**config.mk**
```make
export PLATFORM = sky130hd
export DESIGN_NAME = dsp_mac_nx
export DESIGN_NICKNAME = d
export VERILOG_FILES = /design/src/rtl/dsp_mac_nx.sv
export SDC_FILE = /design/constraint.sdc
export NUM_CORES = 2
export LEC_CHECK = 0
export BUFFER_PORTS_ARGS = -buffer_cell sky130_fd_sc_hd__buf_2
export CELL_PAD_IN_SITES_DETAIL_PLACEMENT = 1
export CELL_PAD_IN_SITES_GLOBAL_PLACEMENT = 2
export CORE_MARGIN = 2
export CORE_UTILIZATION = 37
export CTS_CLUSTER_SIZE = 40
export DETAILED_ROUTE_END_ITERATION = 12
export HOLD_SLACK_MARGIN = 0.03
export PLACE_DENSITY = 0.83
export SLEW_MARGIN = 40
export SYNTH_ARGS = -nofsm -noshare
export SYNTH_HDL_FRONTEND = slang
export SYNTH_SLANG_ARGS = --single-unit
```
**constraint.sdc**
```tcl
create_clock -name CLK -period 8.9 [get_ports CLK]
set_input_delay 1.78 -clock CLK [delete_from_list [all_inputs] [get_ports CLK]]
set_output_delay 1.78 -clock CLK [all_outputs]
set_load 0.01 [all_outputs]
```
**src/rtl/dsp_mac_nx.sv**
```systemverilog
// dsp_mac_nx: N-channel multiply / multiply-accumulate DSP block.
// Per channel: (A port | coefficient) x B -> accumulate -> round/shift/saturate -> Z.
//
// Parameters:
//   NUM_CH        number of channels (1-8)
//   A_WIDTH       A operand / coefficient width
//   B_WIDTH       B operand width
//   ACC_WIDTH     accumulator width (>= A_WIDTH+B_WIDTH+1)
//   Z_WIDTH       per-channel result width (<= ACC_WIDTH)
//   DSP_MODE      "MULTIPLY" or "MULTIPLY_ACCUMULATE"
//   INPUT_REG_EN  "TRUE": register every input sample
//   OUTPUT_REG_EN "TRUE": register Z / VALID_OUT
//   COEFF_INIT    reset image of the coefficient bank
//
// Ports:
//   CLK, RESET (async, active-low)
//   VALID_IN                      qualifies A, B and per-sample controls
//   A, B                          packed per-channel operands
//   FEEDBACK[2:0]                 bit2: A operand from coefficient FEEDBACK[1:0]
//   UNSIGNED_A, UNSIGNED_B        operand signedness
//   LOAD_ACC, SUBTRACT            accumulator restart / negate product
//   SHIFT_RIGHT, ROUND, SATURATE  output conditioning
//   COEFF_WE/CH/ADDR/DATA         coefficient bank write port
//   Z, VALID_OUT                  packed results and their qualifier
//   DLY_B                         B delayed by one valid sample
module dsp_mac_nx #(
    parameter int    NUM_CH        = 2,
    parameter int    A_WIDTH       = 10,
    parameter int    B_WIDTH       = 9,
    parameter int    ACC_WIDTH     = 32,
    parameter int    Z_WIDTH       = 19,
    parameter string DSP_MODE      = "MULTIPLY_ACCUMULATE",
    parameter string INPUT_REG_EN  = "TRUE",
    parameter string OUTPUT_REG_EN = "TRUE",
    parameter logic [NUM_CH*4*A_WIDTH-1:0] COEFF_INIT = '0
) (
    input  logic                        CLK,
    input  logic                        RESET,
    input  logic                        VALID_IN,
    input  logic [NUM_CH*A_WIDTH-1:0]   A,
    input  logic [NUM_CH*B_WIDTH-1:0]   B,
    input  logic [2:0]                  FEEDBACK,
    input  logic                        UNSIGNED_A,
    input  logic                        UNSIGNED_B,
    input  logic                        LOAD_ACC,
    input  logic                        SUBTRACT,
    input  logic [4:0]                  SHIFT_RIGHT,
    input  logic                        ROUND,
    input  logic                        SATURATE,
    input  logic                        COEFF_WE,
    input  logic [2:0]                  COEFF_CH,
    input  logic [1:0]                  COEFF_ADDR,
    input  logic [A_WIDTH-1:0]          COEFF_DATA,
    output logic [NUM_CH*Z_WIDTH-1:0]   Z,
    output logic                        VALID_OUT,
    output logic [NUM_CH*B_WIDTH-1:0]   DLY_B
);

    localparam bit IS_ACC  = (DSP_MODE == "MULTIPLY_ACCUMULATE");
    localparam bit IS_MUL  = (DSP_MODE == "MULTIPLY");
    localparam bit IN_REG  = (INPUT_REG_EN == "TRUE");
    localparam bit OUT_REG = (OUTPUT_REG_EN == "TRUE");

    localparam int AV = NUM_CH * A_WIDTH;
    localparam int BV = NUM_CH * B_WIDTH;
    localparam int ZV = NUM_CH * Z_WIDTH;
    localparam int PV = NUM_CH * ACC_WIDTH;

    // One guard bit so rounding cannot wrap the accumulator value.
    localparam int EW = ACC_WIDTH + 1;
    localparam logic signed [EW-1:0] ONE  = EW'(1);
    localparam logic signed [EW-1:0] SMAX = (ONE <<< (Z_WIDTH - 1)) - ONE;
    localparam logic signed [EW-1:0] SMIN = -(ONE <<< (Z_WIDTH - 1));
    localparam logic signed [EW-1:0] UMAX = (ONE <<< Z_WIDTH) - ONE;

    if (!(IS_ACC || IS_MUL)) begin : g_bad_mode
        $error("dsp_mac_nx: unsupported DSP_MODE %s", DSP_MODE);
    end

    logic [AV-1:0] a_mux;
    logic [AV-1:0] s1_a;
    logic [BV-1:0] s1_b;
    logic          s1_valid;
    logic          s1_ua;
    logic          s1_ub;
    logic          s1_load;
    logic          s1_sub;
    logic [4:0]    s1_sh;
    logic          s1_rnd;
    logic          s1_sat;
    logic [PV-1:0] p_vec;
    logic [ZV-1:0] z_calc;
    logic          v_calc;

    // Coefficient bank, operand select and product per channel.
    // The operand is selected before the input register, so a write
    // landing on the same edge is not yet visible to that sample.
    for (genvar c = 0; c < NUM_CH; c++) begin : g_ch
        logic [A_WIDTH-1:0]          coeff [4];
        logic [A_WIDTH-1:0]          a_op;
        logic [B_WIDTH-1:0]          b_op;
        logic signed [ACC_WIDTH-1:0] ax;
        logic signed [ACC_WIDTH-1:0] bx;

        always_ff @(posedge CLK or negedge RESET) begin
            if (!RESET) begin
                for (int k = 0; k < 4; k++) begin
                    coeff[k] <= COEFF_INIT[(c*4+k)*A_WIDTH +: A_WIDTH];
                end
            end else if (COEFF_WE && COEFF_CH == 3'(c)) begin
                coeff[COEFF_ADDR] <= COEFF_DATA;
            end
        end

        assign a_mux[c*A_WIDTH +: A_WIDTH] =
            FEEDBACK[2] ? coeff[FEEDBACK[1:0]] : A[c*A_WIDTH +: A_WIDTH];

        assign a_op = s1_a[c*A_WIDTH +: A_WIDTH];
        assign b_op = s1_b[c*B_WIDTH +: B_WIDTH];

        // Extending straight to ACC_WIDTH keeps the product exact,
        // since it always fits in A_WIDTH+B_WIDTH+1 bits.
        assign ax = {{(ACC_WIDTH-A_WIDTH){~s1_ua & a_op[A_WIDTH-1]}}, a_op};
        assign bx = {{(ACC_WIDTH-B_WIDTH){~s1_ub & b_op[B_WIDTH-1]}}, b_op};
        assign p_vec[c*ACC_WIDTH +: ACC_WIDTH] = ax * bx;
    end

    // Input stage: data holds across idle cycles, valid always follows.
    if (IN_REG) begin : g_ireg
        always_ff @(posedge CLK or negedge RESET) begin
            if (!RESET) begin
                s1_valid <= 1'b0;
                s1_a     <= '0;
                s1_b     <= '0;
                s1_ua    <= 1'b0;
                s1_ub    <= 1'b0;
                s1_load  <= 1'b0;
                s1_sub   <= 1'b0;
                s1_sh    <= '0;
                s1_rnd   <= 1'b0;
                s1_sat   <= 1'b0;
            end else begin
                s1_valid <= VALID_IN;
                if (VALID_IN) begin
                    s1_a    <= a_mux;
                    s1_b    <= B;
                    s1_ua   <= UNSIGNED_A;
                    s1_ub   <= UNSIGNED_B;
                    s1_load <= LOAD_ACC;
                    s1_sub  <= SUBTRACT;
                    s1_sh   <= SHIFT_RIGHT;
                    s1_rnd  <= ROUND;
                    s1_sat  <= SATURATE;
                end
            end
        end
    end else begin : g_icomb
        assign s1_valid = VALID_IN;
        assign s1_a     = a_mux;
        assign s1_b     = B;
        assign s1_ua    = UNSIGNED_A;
        assign s1_ub    = UNSIGNED_B;
        assign s1_load  = LOAD_ACC;
        assign s1_sub   = SUBTRACT;
        assign s1_sh    = SHIFT_RIGHT;
        assign s1_rnd   = ROUND;
        assign s1_sat   = SATURATE;
    end

    always_ff @(posedge CLK or negedge RESET) begin
        if (!RESET) begin
            DLY_B <= '0;
        end else if (s1_valid) begin
            DLY_B <= s1_b;
        end
    end

    if (IS_ACC) begin : g_mac
        // Output conditioning travels with the sample that set the acc.
        logic       s2_valid;
        logic [4:0] s2_sh;
        logic       s2_rnd;
        logic       s2_sat;
        logic       s2_uns;

        always_ff @(posedge CLK or negedge RESET) begin
            if (!RESET) begin
                s2_valid <= 1'b0;
                s2_sh    <= '0;
                s2_rnd   <= 1'b0;
                s2_sat   <= 1'b0;
                s2_uns   <= 1'b0;
            end else begin
                s2_valid <= s1_valid;
                if (s1_valid) begin
                    s2_sh  <= s1_sh;
                    s2_rnd <= s1_rnd;
                    s2_sat <= s1_sat;
                    s2_uns <= s1_ua & s1_ub;
                end
            end
        end

        assign v_calc = s2_valid;

        for (genvar c = 0; c < NUM_CH; c++) begin : g_acc
            logic signed [ACC_WIDTH-1:0] p;
            logic signed [ACC_WIDTH-1:0] p_n;
            logic signed [ACC_WIDTH-1:0] base;
            logic signed [ACC_WIDTH-1:0] acc;
            logic signed [EW-1:0]        ext;
            logic signed [EW-1:0]        rnd;
            logic signed [EW-1:0]        sum;
            logic signed [EW-1:0]        shd;
            logic signed [EW-1:0]        hi;
            logic signed [EW-1:0]        lo;
            logic [Z_WIDTH-1:0]          zc;

            assign p    = p_vec[c*ACC_WIDTH +: ACC_WIDTH];
            assign p_n  = s1_sub ? -p : p;
            assign base = s1_load ? '0 : acc;

            // Reset clears acc, so the first sample after reset
            // starts a fresh sum even without LOAD_ACC.
            always_ff @(posedge CLK or negedge RESET) begin
                if (!RESET) begin
                    acc <= '0;
                end else if (s1_valid) begin
                    acc <= base + p_n;
                end
            end

            assign ext = {acc[ACC_WIDTH-1], acc};
            assign rnd = (s2_rnd && s2_sh != 5'd0)
                       ? (ONE <<< (s2_sh - 5'd1)) : '0;
            assign sum = ext + rnd;
            assign shd = sum >>> s2_sh;
            assign hi  = s2_uns ? UMAX : SMAX;
            assign lo  = s2_uns ? '0 : SMIN;

            always_comb begin
                zc = shd[Z_WIDTH-1:0];
                if (s2_sat) begin
                    if (shd > hi) begin
                        zc = hi[Z_WIDTH-1:0];
                    end else if (shd < lo) begin
                        zc = lo[Z_WIDTH-1:0];
                    end
                end
            end

            assign z_calc[c*Z_WIDTH +: Z_WIDTH] = zc;
        end
    end else begin : g_mul
        logic unused_mul;

        assign v_calc = s1_valid;
        assign unused_mul = ^{s1_load, s1_sub, s1_sh, s1_rnd, s1_sat, p_vec};

        for (genvar c = 0; c < NUM_CH; c++) begin : g_z
            assign z_calc[c*Z_WIDTH +: Z_WIDTH] =
                p_vec[c*ACC_WIDTH +: Z_WIDTH];
        end
    end

    if (OUT_REG) begin : g_oreg
        logic [ZV-1:0] z_q;
        logic          v_q;

        always_ff @(posedge CLK or negedge RESET) begin
            if (!RESET) begin
                z_q <= '0;
                v_q <= 1'b0;
            end else begin
                v_q <= v_calc;
                if (v_calc) begin
                    z_q <= z_calc;
                end
            end
        end

        assign Z         = z_q;
        assign VALID_OUT = v_q;
    end else begin : g_ocomb
        assign Z         = z_calc;
        assign VALID_OUT = v_calc;
    end

endmodule
```
## Yosys cells after proc, flatten, opt, wreduce, memory -nomap -nowiden

Cells that the tools add are included.

| word-level totals | value |
|---|---|
| output and inout port bits | 57 |
| word-level logic and storage cells | 88 |
| flip-flop bits (word level) | 260 |

| cells by class | value |
|---|---|
| bitwise gates (word level) | 9 |
| shift operators | 3 |
| reduce and logical (&&, ||, !) cells | 6 |
| mux-type cells | 25 |
| magnitude comparators | 7 |
| eq/ne operators | 1 |
| multiply operators | 2 |
| add/sub/neg operators | 7 |

Operators by type and width:

| kind | count |
|---|---|
| $mux 19 | 7 |
| $mux 32 | 4 |
| $bwmux 40 | 2 |
| $mux 10 | 7 |
| $add 32x33->33 | 2 |
| $lt 33x33->1 | 2 |
| $mux 33 | 2 |
| $sshr 33x5->33 | 2 |
| $add 32x32->32 | 2 |
| $neg 21->32 | 2 |
| $mul 11x10->21 | 2 |
| $bmux 10 s2 | 2 |
| $gt 33x20->1 | 1 |
| $gt 33x33->1 | 1 |
| $sshl 1x5->33 const A | 1 |
| $demux 10 s2 | 1 |
| $ge 3x3->1 const B | 2 |
| $not 2->3 | 2 |
| $and 1x1->1 | 5 |
| $reduce_bool 5->1 | 1 |
| $sub 5x1->5 const B | 1 |
| $logic_and 1x1->1 | 4 |
| $eq 3x1->1 const B | 1 |
| $logic_not 3->1 | 1 |
| other kinds (2) | 3 |

## Logic depth before layout (Yosys ltp)

| depth | value |
|---|---|
| depth after elaboration | 9 |
| depth in mapped cells | 39 |
| depth with buffers taken out | 37 |

## Worst setup path before layout

Ideal clock, no wire load.

| timing | value |
|---|---|
| kind | flip-flop to flip-flop |
| from | register s1_b[12] |
| to | register g_mac.g_acc[1].acc[30] |
| data arrival time | 8483 ps |
| buffers on the path | 1 |
| cell stages (with the launch flop) | 36 |
| path slack | 293 ps |
| cells stage by stage | dfrtp_1 clkbuf_1 nand2_1 fa_1 inv_1 fa_1 inv_1 fa_1 inv_1 fa_1 inv_1 fa_1 inv_1 ha_1 or2_2 a21o_1 o41a_1 a21oi_1 xnor2_1 or3_1 or3_1 or2_2 o21ai_0 xnor2_1 ha_1 or3_1 o21ai_0 a31oi_1 a41o_1 o41a_1 a21oi_1 a21oi_1 or4_1 a31oi_1 xnor2_1 mux2_2 |

| between the ends | value |
|---|---|
| cells in the longest elaborated chain, start to end | 4 |

Ends and longest elaborated chain:

| element | line | text |
|---|---|---|
| start: declaration | 82 | `logic [BV-1:0] s1_b;` |
| start signal: assignment | 134 | `s1_b <= '0;` |
| start signal: assignment | 146 | `s1_b <= B;` |
| $mul 11x10->21 (*) | 125 | `assign p_vec[c*ACC_WIDTH +: ACC_WIDTH] = ax * bx;` |
| $neg 21->32 | 220 | `assign p_n = s1_sub ? -p : p;` |
| $mux 32 (*) | 220 |  |
| $add 32x32->32 (*) | 229 | `acc <= base + p_n;` |
| end signal: assignment | 229 |  |
| end: declaration | 210 | `logic signed [ACC_WIDTH-1:0] acc;` |

Mark *: on every way between the ends. The rest lies on a longest branch, timed or not.
A chain may end at the register's enable or synchronous reset.

## Final worst setup path

Same ends and word-level chain as after synthesis.

==> results.json <==
{
  "hp-start": "Z[4]",
  "worst_setup_path_end_kind": "register",
  "dieWidth_um": 308,
  "seqCellArea_um2": 6530,
  "synth_seq_area_share_pct": 19.1,
  "first_global_vias": 31721,
  "relSlewSlack_pct": 43.9,
  "clock_path_buffers": 3,
  "tightest_slew_ns": 0.842,
  "drtIter0Drc": 2059,
  "dr_total_vias": 30180,
  "syn_area_per_cell_um2": 8.64,
  "top_layer": "met5",
  "ys_types": 110,
  "cp-start-kind": "register",
  "routedWlPerCell_um": 21.9,
  "dieHeight_um": 308,
  "finalCriticalPeriod_ns": 8.56,
  "met1_length_um": 51900,
  "setup_violations": 0,
  "clock.fmax_mhz": 117,
  "hold_depth": 2,
  "drc_errors": 0,
  "ant_nets": 0,
  "ff2ff_setup_slack_ns": 0.34,
  "ctsHoldBuffers": 0,
  "grt_max_degree": 136,
  "portBuffers": 127,
  "cp_max_fo": 4,
  "gp_routability_congestion": 0.959,
  "async_flop_share_pct": 100,
  "hold_viol_final": 0,
  "dp_hpwl_um": 89700,
  "slowest_delay_ns": 0.53,
  "maxSlewViolCount": 0,
  "crit_slowest_cell": "fa_1",
  "r2r-end": "g_mac.g_acc[1].acc[30]",
  "initial_core_util_pct": 37.3,
  "final_nets": 4538,
  "wl_um": 114000,
  "r2r_start": "s1_b[12]",
  "syn_area_um2": 34100,
  "min_path_type": "register to register",
  "maxCapViolCount": 0,
  "core_um2": 91500,
  "ys.flop_type": "dfrtp_1",
  "std_cell_rows": 111,
  "grt_first_pass_wirelength_um": 182000,
  "cts_root_buf": "clkbuf_16",
  "antenna_found_initial": 8,
  "drive_above_1_share_pct": 17.3,
  "ys_ff_latch": 260,
  "clock_skew_ns": 0.0456,
  "cts.htree.levels": 1,
  "synth_enable_flop_cells": 0,
  "area_delta_synth_final_pct": 10.6,
  "grt_use_total_pct": 24.0,
  "met2_length_um": 53000,
  "insertion_delay_ns": 0.66,
  "holdWs_ns": 0.499,
  "fillers": 10750,
  "mostFrequentLayoutCell": "nand2_1",
  "holdPathEnd": "Z[4]",
  "cts_tree": "yes",
  "synth_cells": 3947,
  "die-area_um2": 94600,
  "yosysWarningCount": 0,
  "layout_common_cells": "nand2_1, inv_1, nor2_1, ha_1, dfrtp_1",
  "dr.pass1.iters": 5,
  "routed-wl-met3_um": 5350,
  "io_pins": 128,
  "cts_buffers": 30,
  "fin_crit_sh_pct": 96.2,
  "rsz0062_at_grt": "yes",
  "ff2ff_path_depth": 34,
  "clkSinkCount": 260,
  "multi_input_area_um2": 25700,
  "setup.worst_path.class": "register to register",
  "crit_arrival_ns": 9.06,
  "overflow": 0,
  "clk_pin_slew_ns": 0.06,
  "status": "finished clean",
  "critPathRequiredTime_ns": 9.40,
  "avgViaCountPerCell": 5.79
}
-- logic make-up after synthesis --
logic type | count (synthesis) | share of synthesized area (%)
compound gates | 921 | 18.8
xor+xnor | 185 | 4.75
fa+ha+maj | 464 | 21.5
buf+inv | 559 | 6.27
flops | 260 | 19.1
mux | 326 | 11.8
other cells | 1 | 0.0110
simple gates | 1231 | 17.7
-- layout make-up --
cell class,instances,share of cell area [%]
Antenna cell,1,0.00663
Clock buffer,35,2.15
Clock inverter,21,0.803
Inverter,336,3.34
Multi-Input combinational cell,3129,68.2
Sequential cell,260,17.3
Tap cell,1186,3.93
Timing Repair Buffer,246,4.23
-- stage by stage --
step                      cells  worst slack, ns  TNS [ns]  cell area, um^2  utilization (%)
after floorplan            3948            0.293         0            34100                -
after global placement     5144            0.116         0            36200             39.5
after detailed placement   5144          -0.0589   -0.0865            36200             39.6
after CTS                  5200          0.00121         0            37300             40.8
after global routing       5213          -0.0594    -0.155            37700             41.2
final                      5214            0.336         0            37700             41.2
-- timing repair --
item | CTS | global route
hold endpoints to repair | 0 | 0
setup buffers | 0 | 11
endpoints found under the setup margin | 2 | 15
pin swaps | 0 | 19
resized for setup | 5 | 64
-- synth_stat cells, types with 70 or more instances --
master,count,area share [%]
a21oi_1,209,3.1
nor2b_1,83,1.5
and2_1,117,2.1
clkbuf_1,180,2.0
nor2_1,312,3.4
ha_1,262,9.6
mux2i_1,84,2.5
mux2_2,200,6.6
nand2_1,349,3.8
fa_1,202,12
xnor2_1,135,3.5
dfrtp_1,260,19
nor3_1,70,1.0
nand3_1,75,1.1
inv_1,334,3.7
o21ai_0,139,2.0
-- worst max path at each step --
stage	from	end	slack [ns]	depth (start not counted)
floorplan	s1_b[12]	g_mac.g_acc[1].acc[30]	0.29	35
global placement	s1_ub	g_mac.g_acc[1].acc[30]	0.12	31
detailed placement	s1_b[15]	g_mac.g_acc[1].acc[30]	-0.06	33
CTS	s1_b[15]	g_mac.g_acc[1].acc[30]	0.001	33
global route	s1_ub	g_mac.g_acc[0].acc[31]	-0.06	35
finish	s1_b[12]	g_mac.g_acc[1].acc[30]	0.34	34
-- metal layers --
metal  vias up  track usage, %
met1     15141            32.4
met5         -               0
met2       756            40.4
met3       168            3.19
met4        14            6.42
li1      14101               -
-- worst max-delay path: cells and delay by family, from the launching register on --
family,cells,cell delay [ns]
mux,1,0.26
simple gates,9,2.55
flops,1,0.36
buf+inv,5,0.30
xor+xnor,3,0.30
fa+ha+maj,7,3.10
compound gates,9,1.54
-- registers in the layout, indices dropped and copies added, names as in the netlist, 5 cells and up --
name and flops:
s1_sh 5, Z 38, s1_b 18, DLY_B 18
s1_a 20, g_mac.g_acc.acc 64, g_ch.coeff 80, g_mac.s2_sh 5
Power is not shown: default switching activity piles up to over one toggle a cycle in this logic, so the estimate is an artifact.
